File: src/rtl/dino_pkg.sv
// Shared game definitions: player state codes, score digit geometry and the
// play/idle classification used by the score keeper.
package dino_pkg;

  localparam int STATE_W      = 3;
  localparam int SCORE_DIGITS = 4;
  localparam int BCD_W        = 4;

  typedef enum logic [STATE_W-1:0] {
    ST_RESTART   = 3'd0,
    ST_JUMPING   = 3'd1,
    ST_RUNNING1  = 3'd2,
    ST_RUNNING2  = 3'd3,
    ST_DUCKING   = 3'd4,
    ST_GAME_OVER = 3'd5
  } game_state_e;

  // Play covers JUMPING..DUCKING; RESTART, GAME_OVER and the spare codes are idle.
  function automatic logic is_play(input logic [STATE_W-1:0] state);
    return (state >= 3'd1) && (state <= 3'd4);
  endfunction

endpackage

File: src/rtl/score_keeper_bcd_digit.sv
// One decimal digit of the score counter; digits chain through carry_out.
module bcd_digit
  import dino_pkg::*;
(
  input  logic             clk,
  input  logic             rst_n,
  input  logic             inc,
  input  logic             clr,
  output logic [BCD_W-1:0] digit,
  output logic             carry_out
);

  logic [BCD_W-1:0] r_digit;

  // Digit state: clear wins over increment, 9 rolls over to 0.
  always_ff @(posedge clk) begin
    if (!rst_n) begin
      r_digit <= 4'd0;
    end else if (clr) begin
      r_digit <= 4'd0;
    end else if (inc) begin
      r_digit <= (r_digit == 4'd9) ? 4'd0 : r_digit + 4'd1;
    end else begin
      r_digit <= r_digit;
    end
  end

  assign digit     = r_digit;
  assign carry_out = inc && (r_digit == 4'd9);

endmodule

File: src/rtl/score_keeper.sv
// Score, speed level and milestone tracking for the runner game.
// Optional high-score tracking is built only when SCORE_HIGHSCORE_EN is defined.
module score_keeper
  import dino_pkg::*;
#(
  parameter int SCORE_DIV = 4,
  parameter int MAX_LEVEL = 7
) (
  input  logic               clk,
  input  logic               rst_n,
  input  logic [1:0]         game_tick,
  input  logic [STATE_W-1:0] game_state,
  output logic [15:0]        score_bcd,
  output logic [15:0]        high_score_bcd,
  output logic [2:0]         speed_level,
  output logic               milestone_pulse,
  output logic               new_high
);

  localparam int PRESC_W = 4;
  localparam logic [PRESC_W-1:0] PRESC_LAST = PRESC_W'(SCORE_DIV - 1);
  localparam logic [2:0]         LEVEL_MAX  = 3'(MAX_LEVEL);

  logic [STATE_W-1:0]    r_prev_state;
  logic [PRESC_W-1:0]    r_presc;
  logic [2:0]            r_level;
  logic                  r_milestone;
  logic [SCORE_DIGITS-1:0] w_digit_inc;
  logic [SCORE_DIGITS-1:0] w_carry;
  logic [15:0]           w_score;
  logic                  w_run_start;
  logic                  w_run_end;
  logic                  w_advance;
  logic                  w_inc;
  logic                  w_unused;

  assign w_run_start = !is_play(r_prev_state) && is_play(game_state);
  assign w_run_end   = is_play(r_prev_state) && (game_state == ST_GAME_OVER);
  assign w_advance   = is_play(game_state) && game_tick[0] && !w_run_start;
  // Saturation at 9999 blocks the increment here so the digits never wrap.
  assign w_inc       = w_advance && (r_presc == PRESC_LAST) && (w_score != 16'h9999);
  assign w_unused    = game_tick[1] | w_carry[SCORE_DIGITS-1];

  // Previous player state for run start/end edge detection.
  always_ff @(posedge clk) begin
    if (!rst_n) begin
      r_prev_state <= ST_RESTART;
    end else begin
      r_prev_state <= game_state;
    end
  end

  // Tick prescaler; keeps counting even while the score is saturated.
  always_ff @(posedge clk) begin
    if (!rst_n || w_run_start) begin
      r_presc <= 4'd0;
    end else if (w_advance) begin
      r_presc <= (r_presc == PRESC_LAST) ? 4'd0 : r_presc + 4'd1;
    end else begin
      r_presc <= r_presc;
    end
  end

  for (genvar g = 0; g < SCORE_DIGITS; g++) begin : g_digit
    if (g == 0) begin : g_lsd
      assign w_digit_inc[g] = w_inc;
    end else begin : g_upper
      assign w_digit_inc[g] = w_carry[g-1];
    end
    bcd_digit u_digit (
      .clk       (clk),
      .rst_n     (rst_n),
      .inc       (w_digit_inc[g]),
      .clr       (w_run_start),
      .digit     (w_score[g*BCD_W +: BCD_W]),
      .carry_out (w_carry[g])
    );
  end

  // A carry out of the tens digit means the low two digits just became 00.
  always_ff @(posedge clk) begin
    if (!rst_n || w_run_start) begin
      r_level     <= 3'd0;
      r_milestone <= 1'b0;
    end else begin
      r_milestone <= w_carry[1];
      if (w_carry[1] && (r_level != LEVEL_MAX)) begin
        r_level <= r_level + 3'd1;
      end else begin
        r_level <= r_level;
      end
    end
  end

`ifdef SCORE_HIGHSCORE_EN
  logic [15:0] r_high;
  logic        r_new_high;

  // Packed BCD orders like binary, so a plain magnitude compare suffices.
  always_ff @(posedge clk) begin
    if (!rst_n) begin
      r_high     <= 16'h0000;
      r_new_high <= 1'b0;
    end else if (w_run_start) begin
      r_high     <= r_high;
      r_new_high <= 1'b0;
    end else if (w_run_end && (w_score > r_high)) begin
      r_high     <= w_score;
      r_new_high <= 1'b1;
    end else begin
      r_high     <= r_high;
      r_new_high <= r_new_high;
    end
  end

  assign high_score_bcd = r_high;
  assign new_high       = r_new_high;
`else
  logic w_unused_hs;
  assign w_unused_hs    = w_run_end;
  assign high_score_bcd = 16'h0000;
  assign new_high       = 1'b0;
`endif

  assign score_bcd       = w_score;
  assign speed_level     = r_level;
  assign milestone_pulse = r_milestone;

endmodule

File: config.mk
export PLATFORM = sky130hd
export DESIGN_NAME = score_keeper
export DESIGN_NICKNAME = d
export VERILOG_FILES = /design/src/rtl/dino_pkg.sv /design/src/rtl/score_keeper_bcd_digit.sv /design/src/rtl/score_keeper.sv
export SDC_FILE = /design/constraint.sdc
export NUM_CORES = 1
export LEC_CHECK = 0
export CAP_MARGIN = 20
export CORE_MARGIN = 3
export CORE_UTILIZATION = 50
export CTS_CLUSTER_DIAMETER = 50
export CTS_CLUSTER_SIZE = 8
export DETAILED_ROUTE_END_ITERATION = 16
export GPL_ROUTABILITY_DRIVEN = 0
export PLACE_DENSITY = 0.9
export SYNTH_ARGS = -nofsm -noshare
export SYNTH_HDL_FRONTEND = slang
export SYNTH_SLANG_ARGS = --single-unit
File: constraint.sdc
create_clock -name clk -period 5.7 [get_ports clk]
set_clock_uncertainty 0.05 [all_clocks]
set_input_delay 0.57 -clock clk [delete_from_list [all_inputs] [get_ports clk]]
set_output_delay 0.57 -clock clk [all_outputs]
set_load 0.005 [all_outputs]
==> run metrics <==
outcome finished clean; commonest non-fill, non-tap cell in the layout dfxtp_1; area leader, netlist dfxtp_1; WL/cell approximately 13 µm; Crit path buffers/inverters 1; # IOs 44; top_reg_cell synth dfxtp_1; number of synthesis warnings 0; post-synthesis sequential element count 27; P_sw 76.28 µW; CP max stage cell nor4_4; sequential share of the synthesized area a little under two fifths; Sequential Power Share 63.5%; Mapped Cells 171; Post-synth EDFFs 0; critical path arrival about 2.9 ns; Post-Layout Cell Count roughly 230; Detail Placement HPWL 2213 µm; cts bufs inserted 3; Hold Vio Cnt, Final 0; Util after Layout between 60% and 70%; Placeable Area 2635 µm²; Die H 60.09 µm; VDD IR max 0.1573 mV; WL final about 3000 µm; Die Footprint 3610 µm²; Hold Crit Class reg2reg; CP required 5.93 ns; Overflow after GRT 0; first-pass GRT wire length 4885 µm; Slew @ Worst Pin 0.8167 ns; # clock sinks 27; final setup TNS 0 ns; flop2flop setup slack 3.36 ns; crit-path leading delay family simple AND/OR/NAND/NOR gates; Area Overhead vs Synth 17.19%; Reg2Reg Depth 5; starting DRC count in detailed routing 30; n_diodes 0; Mapped Area 1463 µm²; Worst path max stage delay ~0.70 ns; maxcap violations 0; Mapped Avg Cell Area around 8.6 µm²; hold buffer count at CTS 0; vias post-DR between 1000 and 1500; Combinational Power Share 7.7%; starting density of the core a little under three fifths; RSZ-0062 raised after global routing no; vias in the first global route 1176; clock slew at reported path FFs 0.16 ns; min cycle time layout 2.631 ns; layout cell share with drive strength beyond 1 a little over 5%; r2r endpoint g_digit[3].u_digit.digit[2]; DR vias/cell roughly 5.5; worst r2r src r_prev_state[0]; Final period util 46.16%; Slew headroom 45.14%; Async SR Flop Fraction 0%; Synth area leaders dfxtp_1 37%, buf_4 8.7%, nand4_1 4.7%; initial antenna violation count 0; post-synth top area share 36.95%; final setup fails 0; Hold WS 0.4490 ns; hold path cells 2; CTS Root Cell clkbuf_4; Routed Antenna Nets 0; Int Pwr 225.2 µW; drt first pass iters 4; Max Fclk 380.0 MHz; post-synthesis cell type count 34; # rows 18; pins over their slew limit 0; Port Buffers 25; GRT Util Overall 17.38%; Cell Area, Placed 1684 µm²; Setup crit end kind flip-flop; most frequent cells in the layout 27 x dfxtp_1, 25 x clkdlybuf4s50_1, 17 x conb_1; number of instances in the placed design 223; hold_sp r_presc[1]; Final nets 208; CTS resizes 0; latest clock arrival within the worst-skew pair 0.33 ns; TritonCTS clock tree built; Leak 0.6838 nW; Die X-Extent 60.09 µm; Crit Path Class in2reg; # Post-CTS Setup Buffers 0; sw frac 25.30%; CP startpoint game_state[1]; H-Tree Depth 1; crit path max fanout 18; drt drc 0; PwrDens 175.9 nW/µm²; Worst Hold Endpoint r_presc[1]; fin area between 1500 and 2000 µm²; crit start category input port; Max clock buf depth 2; cells along the critical path clkdlybuf4s50_1 -> o21a_1 -> nor4_4 -> nand4_1 -> or3_1 -> a21oi_1; Clk pwr share 28.8%; pin count of the biggest net entering global routing 25
==> worst max path at each step <==
stage	endpoint	slack, ns	depth (start not counted)
4_1_cts	g_digit[3].u_digit.digit[2]	3.09	6
6_report	g_digit[3].u_digit.digit[2]	3.07	6
3_3_place_gp	g_digit[3].u_digit.digit[2]	2.82	6
5_1_grt	g_digit[3].u_digit.digit[1]	2.91	6
3_5_place_dp	g_digit[3].u_digit.digit[2]	2.72	6
2_1_floorplan	g_digit[3].u_digit.digit[2]	3.77	5
==> cells in the mapped netlist (all sizes together) (6+ instances only) <==
library cell and instances:
a21oi 10, buf 20, dfxtp 27, nand2 11, nand4 11, nor2 16
nor2b 8, or3 6, xor2 7
==> power groups by stage <==
stage	combinational, mW	clock [mW]	sequential [mW]
after floorplan	0.0238	0	0.195
final	0.0232	0.0869	0.191
after detailed placement	0.0227	0	0.195
after global routing	0.0256	0.0950	0.192
after global placement	0.0218	0	0.195
after CTS	0.0226	0.0885	0.191
==> area by class of cell <==
cell class	count	area, µm²
Clock buffer	3	22.52
Clock inverter	1	7.507
Fill cell	236	920.9
Inverter	4	15.01
Multi-Input combinational cell	135	825.8
Sequential cell	27	540.5
Tap cell	30	37.54
Timing Repair Buffer	27	265.3
==> through the flow <==
stage | setup WS (ns) | total power, mW
floorplan | 3.769 | 0.2190
CTS | 3.091 | 0.3025
finish | 3.069 | 0.3015
global placement | 2.817 | 0.2172
global route | 2.906 | 0.3124
detailed placement | 2.715 | 0.2181
==> layer usage <==
| layer | vias up | share of wire (%) | track usage, % |
|---|---|---|---|
| met3 | 4 | 5.0 | 2.160 |
| met2 | 37 | 51 | 31.33 |
| met1 | 578 | 43 | 20.65 |
| met5 | - | 0 | 0 |
| li1 | 621 | - | - |
| met4 | 0 | 0.94 | 6.646 |
==> logic make-up (layout without fill, tap and decap cells) <==
| logic type | after synthesis | in the layout | synth area share, % |
|---|---|---|---|
| other cells | 1 | 17 | 0.2564 |
| flops | 27 | 27 | 36.95 |
| xor+xnor | 8 | 8 | 4.791 |
| simple gates | 78 | 78 | 31.14 |
| mux | 5 | 5 | 3.422 |
| compound gates | 24 | 24 | 9.838 |
| fa+ha+maj | 3 | 3 | 2.567 |
| buf+inv | 25 | 35 | 11.03 |
==> worst min-delay path, cell delays in order, from the launching register on <==
cell	delay, ns
dfxtp_1	0.35
nand2_1	0.06
a21oi_1	0.06
==> sequential cells by signal (all words and copies together) (netlist names) <==
name                   flops
milestone_pulse            1
speed_level                3
r_presc                    4
g_digit.u_digit.digit     16
r_prev_state               3
(Power assumes the default switching activity.)
==> RTL change (same flow settings) <==
Build with the macro `SCORE_HIGHSCORE_EN` defined.
--- a/src/rtl/score_keeper.sv
+++ b/src/rtl/score_keeper.sv
@@ -1,5 +1,7 @@
 // Score, speed level and milestone tracking for the runner game.
 // Optional high-score tracking is built only when SCORE_HIGHSCORE_EN is defined.
+`define SCORE_HIGHSCORE_EN
+
 module score_keeper
   import dino_pkg::*;
 #(
Formal check against the unedited RTL: not equivalent (Yosys sat finds a counterexample within 10 cycles, from zero or initial values and one cycle with rst_n low).
==> RTL change against the unedited design <==
Worst setup slack got worse by 0.034 ns. Highest routed layer unchanged. Count of clock-buffer cells in the layout is 3 higher. Combinational power increased by 9.5%. Cell count up 63%. Largest cell class unchanged. Power up 73%. Sequential cell count rose by 17. Area after synthesis up 64%. Non-clock buffer count rose by 17. Global-route usage up 3.1 points. Cell area grew 72%. Wire length grew 74%.
==> RTL change: results (changes against the unedited design) <==
- Vias: 2,071 (+67%)
- Min cycle time layout: 2.67 ns (+0.0343 ns)
- Total track usage: 0.205 (+0.0309)
- H-tree depth: 2 (+1)
- Clock buf/inv share: 0.0264 (+0.00884)
- Outcome: finished, final reports clean
- Non-clock inverters: 21 (+17)
- Initial DRC count: 155 (+420%)
- Routed length per placed instance: 13.9 µm (+6.3%)
- Data buffer area share: 0.148 (-0.00679)
- Worst-case reg-to-reg path depth: 8 (+3)
- Clk sinks: 44 (+63%)
- Layout Nets: 345 (+66%)
- Synth top area cells: dfxtp_1 37%, ha_1 9.9%, mux2i_1 7.5%
- Design area: 2940 µm² (+72%)
- Hold Path Depth: 1 (-1)
- Share of cells above drive strength 1: 0.0564 (+0.00566)
- Met2 wire length: 2550 µm (+67%)
- Vias in the first global route: 2,028 (+72%)
- IO Port Bufs: 42 (+68%)
- Met1 Wirelength: 2320 µm (+83%)
- Synth Instances: 275 (+61%)
- Clock buffer count: 6 (+3)
- Root Buffer: clkbuf_8
- Synth cell types: 44 (+29%)
- P_leak: 0.00105 µW (+54%)
- Main synth FF type: dfxtp_1
- First-pass GRT wire length: 8870 µm (+82%)
- Worst slack, placed: 2.99 ns (+0.279 ns)
- Worst VDD drop: 0.154 mV (-2.3%)
- Crit path to: high_score_bcd[3]
- Seq/total area: 0.299 (-0.0160)
- TritonCTS Buffers: 5 (+2)
- Setup crit start: g_digit[0].u_digit.digit[0]
- Routed met3 length: 200 µm (+34%)
- Count of non-filler cells in the finished layout: 371 (+63%)
- Largest net degree at the start of global routing: 38 (+52%)
- HP Start: new_high
- Data arrival, critical path: 2.84 ns (-0.03 ns)
- Post-DP HPWL: 3770 µm (+70%)
- Sequential fraction of the synthesis area: 0.366 (-0.00326)
- Actual slew at the worst max-slew pin: 0.767 ns (-0.0501 ns)
- Fin Hold WS: 0.421 ns (-0.0280 ns)
==> RTL change: report_power, final <==
part / switching (µW) / leakage (µW) / total (µW) / internal [µW]
logic: 16.6 / 0.000657 / 25.4 / 8.80
clock network: 103 / 0.0000410 / 186 / 83.4
registers: 0.934 / 0.000355 / 310 / 309
total: 120 / 0.00105 / 521 / 401
==> RTL change: kinds of logic after synthesis <==
family,after synthesis,share of synthesized area
adders and majority gates,19,0.0989
xor gates and xnor gates,13,0.0473
AOI/OAI and AO/OA,32,0.0853
DFF,44,0.366
muxes,18,0.0749
buffers and inverters,28,0.0494
and+or+nand+nor,121,0.278
==> RTL change: routing by layer <==
metal,GRT usage,vias up
met2,0.353,46
met1,0.243,977
met5,0,-
li1,-,1037
met3,0.0475,11
met4,0.0893,0
==> RTL change: worst max-delay path, stage by stage (launching register included) <==
cell and delay (ns):
dfxtp_1 0.42, inv_1 0.13, ha_1 0.22, nor2b_1 0.11, o211ai_1 0.10, a2111oi_0 0.46, a211oi_1 0.17, a21oi_4 0.66
mux2i_1 0.28
